**config.mk**
```make
export PLATFORM = sky130hd
export DESIGN_NAME = tt_sel_ctrl
export DESIGN_NICKNAME = d
export VERILOG_FILES = /design/src/rtl/tt_sel_ctrl.sv
export SDC_FILE = /design/constraint.sdc
export NUM_CORES = 1
export LEC_CHECK = 0
export BUFFER_PORTS_ARGS = -buffer_cell sky130_fd_sc_hd__clkbuf_2
export CAP_MARGIN = 40
export CORE_MARGIN = 10
export CORE_UTILIZATION = 30
export CTS_BUF_LIST = sky130_fd_sc_hd__clkbuf_4
export DETAILED_ROUTE_END_ITERATION = 16
export HOLD_SLACK_MARGIN = 0.12
export SYNTH_ARGS = -nofsm -noshare
export SYNTH_HDL_FRONTEND = slang
export SYNTH_SLANG_ARGS = --single-unit
```
**constraint.sdc**
```tcl
create_clock -name clk -period 1.8 [get_ports clk]
set_input_delay 0.45 -clock clk [delete_from_list [all_inputs] [get_ports clk]]
set_output_delay 0.45 -clock clk [all_outputs]
set_load 0.02 [all_outputs]
```
**src/rtl/tt_sel_ctrl.sv**
```systemverilog
// tt_sel_ctrl: pad-driven select counter plus one-hot power-gate / enable sequencing for a G_X*G_Y module grid.
// Build option: define TT_SEL_PG_EN for power sequencing (OFF/PWR_UP/ON/PWR_DN); undefined keeps power always on.

module tt_sel_lane #(
  parameter int unsigned ID = 0,
  parameter int unsigned AW = 1
) (
  input  logic          clk,
  input  logic          rst_n,
  input  logic [AW-1:0] addr_nxt,
  input  logic          pg_nxt,
  input  logic          ena_nxt,
  output logic          pg,
  output logic          ena
);
  logic hit;
  assign hit = (addr_nxt == AW'(ID));

  always_ff @(posedge clk or negedge rst_n) begin
    if (!rst_n) begin
      pg  <= 1'b0;
      ena <= 1'b0;
    end else begin
      pg  <= pg_nxt & hit;
      ena <= ena_nxt & hit;
    end
  end
endmodule

module tt_sel_ctrl #(
  parameter int unsigned G_X    = 4,
  parameter int unsigned G_Y    = 2,
  parameter int unsigned PG_DLY = 4,
  localparam int unsigned N_UM  = G_X * G_Y,
  localparam int unsigned AW    = (N_UM > 1) ? $clog2(N_UM) : 1
) (
  input  logic            clk,
  input  logic            rst_n,
  input  logic            sel_rst_n_in,
  input  logic            sel_inc_in,
  input  logic            ena_in,
  output logic [AW-1:0]   sel_addr,
  output logic [N_UM-1:0] um_pg_vdd,
  output logic [N_UM-1:0] um_ena,
  output logic            busy
);
`ifdef TT_SEL_PG_EN
  localparam bit PG_EN = 1'b1;
`else
  localparam bit PG_EN = 1'b0;
`endif

  if (PG_DLY < 1 || PG_DLY > 255) begin : g_bad_pg_dly
    $error("tt_sel_ctrl: PG_DLY must be 1..255");
  end

  logic [1:0] rst_sync, ena_sync;
  logic [2:0] inc_sync;
  logic       sel_clr_n, inc_edge, leave;

  always_ff @(posedge clk or negedge rst_n) begin
    if (!rst_n) begin
      rst_sync <= '0;
      ena_sync <= '0;
      inc_sync <= '0;
    end else begin
      rst_sync <= {rst_sync[0], sel_rst_n_in};
      ena_sync <= {ena_sync[0], ena_in};
      inc_sync <= {inc_sync[1:0], sel_inc_in};
    end
  end

  assign sel_clr_n = rst_sync[1];
  assign inc_edge  = inc_sync[1] & ~inc_sync[2];
  assign leave     = inc_edge | ~sel_clr_n;

  // Clear has priority over an increment arriving in the same cycle.
  always_ff @(posedge clk or negedge rst_n) begin
    if (!rst_n)          sel_addr <= '0;
    else if (!sel_clr_n) sel_addr <= '0;
    else if (inc_edge)   sel_addr <= (sel_addr == AW'(N_UM - 1)) ? '0 : sel_addr + 1'b1;
  end

  typedef enum logic [1:0] {S_OFF, S_PWR_UP, S_ON, S_PWR_DN} state_t;
  state_t        state, state_nxt;
  logic [AW-1:0] pwr_addr, addr_nxt;

`ifdef TT_SEL_PG_EN
  localparam logic [7:0] CNT_LAST = 8'(PG_DLY - 1);
  logic [7:0] cnt, cnt_nxt;

  always_comb begin
    state_nxt = state;
    addr_nxt  = pwr_addr;
    cnt_nxt   = cnt;
    case (state)
      S_OFF: if (sel_clr_n) begin
        state_nxt = S_PWR_UP;
        addr_nxt  = sel_addr;
        cnt_nxt   = '0;
      end
      S_PWR_UP: begin
        if (leave)                 state_nxt = S_PWR_DN;
        else if (cnt == CNT_LAST)  state_nxt = S_ON;
        else                       cnt_nxt   = cnt + 8'd1;
      end
      S_ON:    if (leave) state_nxt = S_PWR_DN;
      default: state_nxt = S_OFF;
    endcase
  end

  always_ff @(posedge clk or negedge rst_n) begin
    if (!rst_n) begin
      state    <= S_OFF;
      pwr_addr <= '0;
      cnt      <= '0;
      busy     <= 1'b0;
    end else begin
      state    <= state_nxt;
      pwr_addr <= addr_nxt;
      cnt      <= cnt_nxt;
      busy     <= (state_nxt == S_PWR_UP) || (state_nxt == S_PWR_DN);
    end
  end
`else
  always_comb begin
    state_nxt = state;
    addr_nxt  = pwr_addr;
    case (state)
      S_OFF: if (sel_clr_n) begin
        state_nxt = S_ON;
        addr_nxt  = sel_addr;
      end
      S_ON:    if (leave) state_nxt = S_OFF;
      default: state_nxt = S_OFF;
    endcase
  end

  always_ff @(posedge clk or negedge rst_n) begin
    if (!rst_n) begin
      state    <= S_OFF;
      pwr_addr <= '0;
    end else begin
      state    <= state_nxt;
      pwr_addr <= addr_nxt;
    end
  end

  assign busy = 1'b0;
`endif

  // Lanes register their outputs from next-state so they line up with the state register.
  logic            pg_nxt, ena_nxt;
  logic [N_UM-1:0] lane_pg;
  assign pg_nxt  = (state_nxt != S_OFF);
  assign ena_nxt = (state_nxt == S_ON) & ena_sync[1];

  for (genvar i = 0; i < int'(N_UM); i++) begin : g_lane
    tt_sel_lane #(.ID(i), .AW(AW)) u_lane (
      .clk      (clk),
      .rst_n    (rst_n),
      .addr_nxt (addr_nxt),
      .pg_nxt   (pg_nxt),
      .ena_nxt  (ena_nxt),
      .pg       (lane_pg[i]),
      .ena      (um_ena[i])
    );
  end

  assign um_pg_vdd = PG_EN ? lane_pg : '1;
endmodule

```
==> impl_metrics.tcl <==
set metrics [dict create \
    grt_usage 0.0608 \
    tns_ns 0 \
    overflow 0 \
    grt_max_degree 24 \
    cp.arrival_ns 1.75 \
    synth_area_per_cell_um2 12.1 \
    cts_sinks 23 \
    cp.required_ns 2.03 \
    tritoncts "done" \
    vias_per_cell 4.19 \
    pre_cts_ws_ns 0.287 \
    die_y_um 79.2 \
    grt_pass1_wl_mm 3.12 \
    ys_ff_latch 23 \
    path_max_fanout 7 \
    outcome "complete, no violations" \
    die-area_um2 6270 \
    drv_cap 0 \
    cts_max_level 1 \
    worst_slack_ns 0.281 \
    cts.path.max_buffers 2 \
    final_area_um2 1130 \
    fin_util 0.335 \
    reg2regPathDepth 3 \
    finalNetCount 106 \
    end_kind "register" \
    gp_congestion 0.718 \
    wl_per_cell_um 11.6 \
    grt_setup_unrepaired "false" \
    ys_types 21 \
    leakagePower_nw 0.559 \
    core_um2 3360 \
    place_area_um2 1090 \
    worstSetupStartpointType "register" \
    ys_seq_area_frac 0.548 \
    finalSetupViolCount 0 \
    worstHoldPathType "primary input to register" \
    hpwl_mm 1.34 \
    io_buffers 15 \
    drive_gt1_frac 0.306 \
    clk_pin_slew_ns 0.13 \
    max_freq_ghz 0.658 \
    endpoint "g_lane[5].u_lane.ena$_DFF_PN0_" \
    ys_warn_count 0 \
    cts_setup_buffers 0 \
    crit_type "register to register" \
    syn2layout_area_growth_pct 7.14 \
    power.density_nw_per_um2 780 \
    tightest_slew_ns 0.541 \
    start_util 0.312 \
    worst_slew_margin_rel 0.639 \
    worst_skew_pair.late_latency_ns 0.31 \
    numCtsBuffers 3 \
    drt_iter0_markers 14 \
    drtAntennaViolNets 0 \
    syn_area_um2 1050 \
    die_w_um 79.2 \
    routed_wl_mm 1.67 \
    r2r_end "g_lane[5].u_lane.ena$_DFF_PN0_" \
    finalCritPeriodShare 0.844 \
    ff2ff_setup_slack_ns 0.28 \
    root_buffer "clkbuf_4" \
    final_hold_viol_count 0 \
    netlist_instances 87 \
    min_period_ns 1.52 \
    n_antenna_cell 0 \
    crit_path_start "state[1]$_DFF_PN0_" \
    dr.pass1.iters 4 \
    rows 21 \
    antenna_found_initial 0 \
    finalClockSkew_ns 0.00895 \
    grt_pass1_vias 655 \
    io_pins 25 \
    vias 603 \
    ir_drop_uv 473 \
    worstReg2RegStart "state[1]$_DFF_PN0_" \
    finalMaxSlewViolations 0 \
    drc 0 \
]
## cells by family (layout without fill, tap and decap cells)
family                   Yosys count  after routing  synth area share
AO/OA/AOI/OAI                      9              9            0.0464
flip-flops                        23             23             0.548
buffers and inverters             20             23             0.132
multiplexers                      10             10             0.100
AND/OR/NAND/NOR                   21             21             0.143
adder cells (fa/ha/maj)            2              2            0.0238
other                              2             10           0.00715
## area by class of cell
type | count | area, um2
tap | 46 | 57.6
clock buffer | 3 | 22.5
sequential | 23 | 576
clock inverter | 1 | 7.51
multi-input combinational | 52 | 367
inverter | 3 | 11.3
timing repair buffer | 16 | 85.1
fill | 352 | 2240
## cell usage in the layout, fill, tap and decap left out, drive strengths merged, types with 2 or more instances in the layout
cell,Yosys,layout
dfrtp,23,23
clkbuf,0,18
conb,2,10
a21oi,8,8
nor2,6,6
mux2i,6,6
mux2,4,4
nor2b,4,4
inv,3,3
nand2,3,3
or4,2,2
ha,2,2
nand2b,2,2
## sequential cells by signal, summed over array words and instances (netlist names)
name and cells:
ena_sync 2, g_lane.u_lane.ena 8, inc_sync 3, pwr_addr 3
rst_sync 2, sel_addr 3, state 2
## stage by stage
step	total power (W)	std cells	hold slack [ns]
6_report	0.000878	144	0.231
2_1_floorplan	0.000640	95	0.154
3_3_place_gp	0.000649	139	0.332
5_1_grt	0.000933	144	0.192
4_1_cts	0.000896	144	0.215
3_5_place_dp	0.000652	139	0.335
## worst max-delay path: stages (launching register included)
cell	delay, ns
dfrtp_1	0.49
nor3b_4	0.42
mux2_2	0.40
a21oi_1	0.14
## power breakdown
part / switching (W) / internal, W
logic: 0.0000561 / 0.0000317
registers: 0.0000193 / 0.000535
clock network: 0.000151 / 0.0000848
## timing repair
item	in CTS	in global routing
gates resized for setup	0	0
endpoints found under the hold margin	14	0
hold buffers	1	0
## metal layers
metal / wire (um) / up-vias / share of wire / global-route usage
li1: - / 287 / - / -
met1: 726 / 290 / 0.43 / 0.0665
met2: 722 / 24 / 0.43 / 0.0905
met3: 213 / 2 / 0.13 / 0.0428
met4: 10 / 0 / 0.0060 / 0.0215
met5: 0 / - / 0 / 0
## synthesized netlist by cell type (all sizes together)
cell type  instances  area, um2
nor3b              1       18.8
or4                2       22.5
a311oi             1       8.76
nand2              3       13.8
nand2b             2       20.0
buf               17        128
mux2i              6       60.1
mux2               4       45.0
dfrtp             23        576
a21oi              8       40.0
or4b               1       13.8
nor2b              4       25.0
or3b               1       8.76
nor2               6       22.5
conb               2       7.51
nand3              1       5.00
ha                 2       25.0
inv                3       11.3
## how the worst min path moves through the flow
| stage | start | endpoint | slack, ns | depth (start not counted) |
|---|---|---|---|---|
| 2_1_floorplan | rst_n | ena_sync[0]$_DFF_PN0_ | 0.15 | 0 |
| 3_3_place_gp | ena_sync[0]$_DFF_PN0_ | ena_sync[1]$_DFF_PN0_ | 0.33 | 0 |
| 3_5_place_dp | rst_sync[0]$_DFF_PN0_ | rst_sync[1]$_DFF_PN0_ | 0.33 | 0 |
| 4_1_cts | ena_in | ena_sync[0]$_DFF_PN0_ | 0.21 | 1 |
| 5_1_grt | ena_in | ena_sync[0]$_DFF_PN0_ | 0.19 | 1 |
| 6_report | sel_rst_n_in | rst_sync[0]$_DFF_PN0_ | 0.23 | 1 |
Note: power is estimated with default switching activity, not from simulation.
